`src/rtl/cpu_pkg.sv`:
```
`default_nettype none
// ============================================================================
// Module      : cpu_pkg
// Description : Types and constants shared by fetch and decode of the 16-bit CPU.
// Revision    : 1.0
// ============================================================================
package cpu_pkg;

    localparam int INSTR_W = 16;
    localparam int PC_W    = 16;
    localparam logic [PC_W-1:0] PC_STEP = 16'd2;

    // Instruction field slices: op[15:12], rs[11:10], rt[9:8], rd/imm[7:0]
    localparam int OP_HI  = 15;
    localparam int OP_LO  = 12;
    localparam int RS_HI  = 11;
    localparam int RS_LO  = 10;
    localparam int RT_HI  = 9;
    localparam int RT_LO  = 8;
    localparam int IMM_HI = 7;
    localparam int IMM_LO = 0;

    typedef enum logic [1:0] {
        FETCH_IDLE    = 2'd0,
        FETCH_FETCH   = 2'd1,
        FETCH_DISCARD = 2'd2
    } fetch_state_t;

    typedef struct packed {
        logic [PC_W-1:0]    pc;
        logic [INSTR_W-1:0] instr;
    } fetch_entry_t;

    function automatic logic [OP_HI-OP_LO:0] instr_op(input logic [INSTR_W-1:0] instr);
        return instr[OP_HI:OP_LO];
    endfunction

endpackage
`default_nettype wire

```
`src/rtl/fetch_fifo.sv`:
```
`default_nettype none
// ============================================================================
// Module      : fetch_fifo
// Description : DEPTH-entry FIFO of {pc, instr} words between fetch and decode.
// Revision    : 1.0
// ============================================================================
module fetch_fifo
    import cpu_pkg::*;
#(
    parameter int DEPTH = 2
)(
    input  logic                       clock,
    input  logic                       reset_n,
    input  logic                       push,
    input  fetch_entry_t               wr_entry,
    input  logic                       pop,
    input  logic                       flush,
    output fetch_entry_t               head,
    output logic [$clog2(DEPTH):0]     count,
    output logic                       full,
    output logic                       empty
);

    localparam int PTR_W = $clog2(DEPTH);
    localparam int CNT_W = PTR_W + 1;

    fetch_entry_t     r_mem [DEPTH];
    logic [PTR_W-1:0] r_wr_ptr;
    logic [PTR_W-1:0] r_rd_ptr;
    logic [CNT_W-1:0] r_count;
    logic             w_push;
    logic             w_pop;

    assign full   = (r_count == CNT_W'(DEPTH));
    assign empty  = (r_count == '0);
    assign w_push = push & ~full;
    assign w_pop  = pop & ~empty;
    assign head   = r_mem[r_rd_ptr];
    assign count  = r_count;

    // Storage is reset so the head reads zero out of reset.
    always_ff @(posedge clock or negedge reset_n) begin
        if (!reset_n) begin
            for (int i = 0; i < DEPTH; i++) begin
                r_mem[i] <= '0;
            end
            r_wr_ptr <= '0;
            r_rd_ptr <= '0;
            r_count  <= '0;
        end else if (flush) begin
            r_wr_ptr <= '0;
            r_rd_ptr <= '0;
            r_count  <= '0;
        end else begin
            if (w_push) begin
                r_mem[r_wr_ptr] <= wr_entry;
                r_wr_ptr        <= r_wr_ptr + PTR_W'(1);
            end
            if (w_pop) begin
                r_rd_ptr <= r_rd_ptr + PTR_W'(1);
            end
            r_count <= r_count + CNT_W'(w_push) - CNT_W'(w_pop);
        end
    end

endmodule
`default_nettype wire

```
`src/rtl/instr_fetch_unit.sv`:
```
`default_nettype none
// ============================================================================
// Module      : instr_fetch_unit
// Description : PC owner and instruction fetcher with redirect and FIFO buffer.
//               Define FETCH_STALL_CNT_EN to add the stall_cycles counter.
// Revision    : 1.0
// ============================================================================
module instr_fetch_unit
    import cpu_pkg::*;
#(
    parameter int          DEPTH    = 2,
    parameter logic [15:0] PC_RESET = 16'h0000
)(
    input  logic               clock,
    input  logic               reset_n,
    output logic               imem_req,
    output logic [PC_W-1:0]    imem_addr,
    input  logic               imem_ack,
    input  logic [INSTR_W-1:0] imem_rdata,
    input  logic               redirect,
    input  logic [PC_W-1:0]    redirect_pc,
    output logic               ir_valid,
    output logic [INSTR_W-1:0] ir,
    output logic [PC_W-1:0]    ir_pc,
    input  logic               ir_ready
`ifdef FETCH_STALL_CNT_EN
    ,
    output logic [15:0]        stall_cycles
`endif
);

    localparam int CNT_W = $clog2(DEPTH) + 1;
    localparam logic [CNT_W-1:0] c_depth    = CNT_W'(DEPTH);
    localparam logic [PC_W-1:0]  c_pc_reset = {PC_RESET[PC_W-1:1], 1'b0};

    fetch_state_t     r_state;
    logic [PC_W-1:0]  r_imem_addr;
    logic [PC_W-1:0]  r_pend_addr;
    logic [PC_W-1:0]  w_target;
    logic [CNT_W-1:0] w_count;
    logic [CNT_W-1:0] w_count_next;
    logic             w_full;
    logic             w_empty;
    logic             w_push;
    logic             w_pop;
    logic             w_room;
    fetch_entry_t     w_head;
    fetch_entry_t     w_wr_entry;

    assign w_target     = redirect_pc & ~16'h0001;
    assign w_push       = (r_state == FETCH_FETCH) & imem_ack & ~redirect & ~w_full;
    assign w_pop        = ~w_empty & ir_ready;
    assign w_count_next = w_count + CNT_W'(w_push) - CNT_W'(w_pop);
    assign w_room       = (w_count_next < c_depth);
    assign w_wr_entry   = '{pc: r_imem_addr, instr: imem_rdata};

    fetch_fifo #(
        .DEPTH (DEPTH)
    ) u_fifo (
        .clock    (clock),
        .reset_n  (reset_n),
        .push     (w_push),
        .wr_entry (w_wr_entry),
        .pop      (w_pop),
        .flush    (redirect),
        .head     (w_head),
        .count    (w_count),
        .full     (w_full),
        .empty    (w_empty)
    );

    // DISCARD keeps the abandoned request on the bus until acked; the
    // redirect target waits in r_pend_addr meanwhile.
    always_ff @(posedge clock or negedge reset_n) begin
        if (!reset_n) begin
            r_state     <= FETCH_IDLE;
            r_imem_addr <= c_pc_reset;
            r_pend_addr <= c_pc_reset;
        end else begin
            case (r_state)
                FETCH_IDLE: begin
                    if (redirect) begin
                        r_imem_addr <= w_target;
                        r_state     <= FETCH_FETCH;
                    end else if (w_room) begin
                        r_state <= FETCH_FETCH;
                    end
                end
                FETCH_FETCH: begin
                    if (redirect) begin
                        if (imem_ack) begin
                            r_imem_addr <= w_target;
                        end else begin
                            r_pend_addr <= w_target;
                            r_state     <= FETCH_DISCARD;
                        end
                    end else if (imem_ack) begin
                        r_imem_addr <= r_imem_addr + PC_STEP;
                        if (!w_room) begin
                            r_state <= FETCH_IDLE;
                        end
                    end
                end
                FETCH_DISCARD: begin
                    if (imem_ack) begin
                        r_imem_addr <= redirect ? w_target : r_pend_addr;
                        r_state     <= FETCH_FETCH;
                    end else if (redirect) begin
                        r_pend_addr <= w_target;
                    end
                end
                default: begin
                    r_state <= FETCH_IDLE;
                end
            endcase
        end
    end

    assign imem_req  = (r_state != FETCH_IDLE);
    assign imem_addr = r_imem_addr;
    assign ir_valid  = ~w_empty;
    assign ir        = w_head.instr;
    assign ir_pc     = w_head.pc;

`ifdef FETCH_STALL_CNT_EN
    logic [15:0] r_stall_cycles;

    always_ff @(posedge clock or negedge reset_n) begin
        if (!reset_n) begin
            r_stall_cycles <= '0;
        end else if (w_empty && (r_stall_cycles != 16'hFFFF)) begin
            r_stall_cycles <= r_stall_cycles + 16'd1;
        end
    end

    assign stall_cycles = r_stall_cycles;
`endif

endmodule
`default_nettype wire

```
`config.mk`:
```
export PLATFORM = sky130hd
export DESIGN_NAME = instr_fetch_unit
export DESIGN_NICKNAME = d
export VERILOG_FILES = /design/src/rtl/cpu_pkg.sv /design/src/rtl/fetch_fifo.sv /design/src/rtl/instr_fetch_unit.sv
export SDC_FILE = /design/constraint.sdc
export NUM_CORES = 1
export LEC_CHECK = 0
export BUFFER_PORTS_ARGS = -buffer_cell sky130_fd_sc_hd__buf_2
export CAP_MARGIN = 20
export CORE_ASPECT_RATIO = 1.1
export CORE_MARGIN = 2
export CORE_UTILIZATION = 37
export CTS_CLUSTER_SIZE = 16
export DETAILED_ROUTE_END_ITERATION = 10
export PLACE_DENSITY = 0.67
export SKIP_CTS_REPAIR_TIMING = 1
export SYNTH_ARGS = -nofsm -noshare
export SYNTH_HDL_FRONTEND = slang
export SYNTH_SLANG_ARGS = --single-unit
```
`constraint.sdc`:
```
create_clock -name clock -period 4.4 [get_ports clock]
set_input_delay 0.44 -clock clock [delete_from_list [all_inputs] [get_ports clock]]
set_output_delay 0.44 -clock clock [all_outputs]
set_load 0.05 [all_outputs]
```
==> impl.org <==
** Status
- Run status :: finished, final reports clean

** Cells and area
- Cells with a size suffix above 1 make up 36.67% of the layout.
- From synthesis to final layout, the design area changed by 18.70%.
- For this run, the post-layout net count is 521.
- Fill cell count :: 1184
- N_diodes :: 0

** Critical path
- The startpoint identified for the worst register-to-register timing path is r_state[1]$_DFFE_PN0P_.
- In this run the register-to-register setup slack is 1.81 ns.
- Number of cell instances on the worst register-to-register path :: 12
- In this run the worst setup path terminates at r_state[1]$_DFFE_PN0P_.
- The worst setup path is launched from a register.
- Data arrival at the endpoint of the critical path :: 2.81 ns
- The worst setup path is captured at a register.
- For this run, the slowest stage of the critical path takes 0.42 ns.
- Setup CP Type :: reg2reg
- At the worst endpoint, the required time is 4.62 ns.
- Crit path max-delay cell type :: dfrtp_1
- Endpoint of the worst-slack reg-to-reg timing path :: r_state[1]$_DFFE_PN0P_
- Of all nets on the critical path, the largest fanout is 6.
- The signal on the critical path passes through inv_1, ha_1, nor2b_1, nand2_2, a21oi_4, inv_1, ha_1, xnor2_1, xnor2_1, mux2i_1, nand3_1, a32o_1.
- Launch point of the worst path :: r_state[1]$_DFFE_PN0P_

** Timing
- The number of hold violations in the final report was 0.
- Post-route fraction of the period consumed by the critical path :: 58.77%
- The max-slew violation total from the final report came to 0.
- Crit path time final :: 2.586 ns
- Setup violations remaining at the end of the flow were counted as 0.
- Worst slew slack as a fraction of its limit :: 43.75%
- On the final layout, the worst clock skew is 0.006258 ns.
- Hold is met by 0.1703 ns.
- Post-route setup TNS :: 0 ns
- Setup repair after global routing missed its margin :: no
- Slew at the pin closest to its max-slew limit :: 0.8408 ns
- Derived from the worst setup path, the maximum achievable clock frequency is 386.7 MHz.

** Global route
- Pin count of the biggest net entering global routing :: 60
- The initial antenna violation count came to 0.
- Sum of overflow across all layers after global routing :: 0
- Global-route wire length before repair :: 17230 um
- Total routing usage reported by global routing :: 15.18%
- The via count of the first global-routing pass came to 3433.

** Yosys
- Counting flops and latches in the post-synthesis netlist gives 102.
- Of the total synthesized cell area, the portion taken by XOR and XNOR cells is 1.236%.
- Summing the areas of all compound-gate instances in the mapped netlist gives 9.513% of the synthesized area.
- Sequential cell area fraction in the yosys report :: 51.48%
- Cells after synthesis :: 394
- By area the synthesized netlist is led by dfrtp_1 (51%), mux2_2 (14%), mux2_1 (11%).
- During synthesis, Yosys emitted a total of 0 warnings.
- In this run the cell area of the synthesized design comes to 4959 um2.
- Syn nets :: 440
- Dominant combinational cell family by area after synthesis :: multiplexers
- Count of flip-flops with a built-in enable after synthesis :: 0
- The most common cell in the synthesized netlist is dfrtp_1.
- The netlist uses 51 different library cells.
- After Yosys synthesis, full adders, half adders and majority gates account for 2.271% of the synthesized area.
- Post-synthesis async set-or-reset flop share :: 100.0%
- By count the netlist is led by dfrtp_1 (102), mux2_2 (62), mux2_1 (49).
- dfrtp_1 takes more of the synthesized area than any other cell.
- Post-Synth Simple-Gate Area :: 6.712%
- Averaged over all synthesized cells, the footprint is 12.59 um2.
- Area share of the largest cell type after synthesis :: 51.48%
- Multiplexer fraction of the synthesized cell area :: 25.81%
- In the synthesized netlist the dominant register cell turns out to be dfrtp_1.

** Hold path
- The worst hold path belongs to the class in2async.

** Run
- The tool flagged a number of max-cap violations equal to 0.

** Clocking
- Maximum clock insertion buffer count :: 2
- The tree is rooted in a clkbuf_16.
- Number of buffers created by CTS :: 9
- Htree depth :: 3
- Clock insertion delay at the later pin of the skew report :: 0.34 ns
- Clock tree synthesis found a total of 102 sinks.
- After clock tree synthesis, the clock-pin slew on the worst setup and hold paths is 0.07 ns.
- CTS tree :: yes

** Floorplanning
- In this run the vertical extent of the chip is 125.4 um.
- Placement row count :: 44
- Starting utilization of the core area :: 37.69%
- # IOs :: 87
- Measured along the x axis, the die boundary spans 114.4 um.
- Die area :: 14340 um2
- Area inside the core boundary :: 13160 um2

** Placed design
- Buffers placed on the I/O ports in this run total 85.
- HPWL after DPL :: 7473 um
- Routability congestion estimate :: 0.8359

** Drt
- After detailed routing, the number of vias per cell comes to 5.339.
- For this run, design rule violations remaining after detail routing come to 0.
- In this run the remaining antenna-violating nets after routing total 0.
- Via Count :: 3422
- For this block, the routed nets add up to 10410 um of wire.
- The first routing iteration left 240 violations.
- In the final routed layout, each cell accounts on average for 16.24 um.
- For this run, the detailed router's first-pass iteration total came to 4.
==> layout by cell type, fill, tap and decap left out, types with 4 or more instances in the layout <==
master / Yosys / routed
buf_2: 6 / 84
xnor2_1: 5 / 5
buf_4: 2 / 6
nor2b_1: 7 / 7
ha_1: 9 / 9
dfrtp_1: 102 / 102
nor2_1: 13 / 13
o21ai_0: 27 / 27
nand2_1: 15 / 15
mux2_1: 49 / 49
clkbuf_16: 0 / 9
a21oi_1: 5 / 5
a221oi_1: 6 / 6
inv_1: 8 / 8
a31oi_1: 4 / 4
and3_1: 5 / 5
bufinv_16: 0 / 4
nand3_1: 6 / 6
mux2_2: 62 / 62
nor3_1: 4 / 4
==> registers in the layout, indices dropped and copies added (netlist names) <==
register and flops:
r_state 2, u_fifo.r_rd_ptr 1, u_fifo.r_wr_ptr 1, u_fifo.count 2, imem_addr 16, r_pend_addr 16
u_fifo.r_mem 64
==> per-stage QoR <==
stage	worst slack [ns]	instances	instance area [um2]	util (%)
2_1_floorplan	1.992	394	4959	-
3_3_place_gp	1.891	624	5508	41.86
3_5_place_dp	1.819	625	5523	41.97
4_1_cts	1.804	641	5886	44.73
5_1_grt	1.623	641	5886	44.73
6_report	1.814	641	5886	44.73
==> logic make-up (layout without fill, tap and decap cells) <==
logic type / Yosys count / in the layout
adders and majority gates: 9 / 9
and+or+nand+nor: 65 / 65
muxes: 114 / 114
xor gates and xnor gates: 7 / 7
buffers and inverters: 29 / 115
AOI/OAI and AO/OA: 68 / 68
DFF: 102 / 102
==> critical path: cells and delay by family (launching register included) <==
kind | cells | cell delay, ns
AO/OA/AOI/OAI | 2 | 0.40
XOR/XNOR | 2 | 0.36
adder cells (fa/ha/maj) | 2 | 0.45
buffers and inverters | 2 | 0.17
flip-flops | 1 | 0.42
multiplexers | 1 | 0.20
AND/OR/NAND/NOR | 3 | 0.45
==> worst min path at each step <==
stage / start / end / depth (start not counted)
2_1_floorplan: reset_n / imem_addr[0]$_DFFE_PN0P_ / 0
3_3_place_gp: u_fifo.r_mem[38]$_DFFE_PN0P_ / u_fifo.r_mem[38]$_DFFE_PN0P_ / 1
3_5_place_dp: u_fifo.r_mem[34]$_DFFE_PN0P_ / u_fifo.r_mem[34]$_DFFE_PN0P_ / 1
4_1_cts: reset_n / u_fifo.r_mem[22]$_DFFE_PN0P_ / 1
5_1_grt: reset_n / u_fifo.r_mem[22]$_DFFE_PN0P_ / 1
6_report: reset_n / u_fifo.r_mem[22]$_DFFE_PN0P_ / 1
==> layout make-up <==
type | instances | area, um2 | share of cell area [%]
Tap cell | 161 | 201.4 | 3.423
Clock inverter | 6 | 133.9 | 2.275
Sequential cell | 102 | 2552 | 43.37
Clock buffer | 10 | 229.0 | 3.890
Timing Repair Buffer | 91 | 480.5 | 8.163
Multi-Input combinational cell | 263 | 2258 | 38.37
Inverter | 8 | 30.03 | 0.5102
==> layer usage <==
layer	global-route usage, %	routed length (um)	vias up	part of all wire [%]
li1	-	-	1599	-
met1	19.52	4615	1730	44
met2	24.58	5139	78	49
met3	3.926	468	15	4.5
met4	5.739	187	0	1.8
met5	0	0	-	0
Power is left out: the tool's default activity adds up to more than one toggle a clock period on the data nets, which glitch-free logic cannot reach.
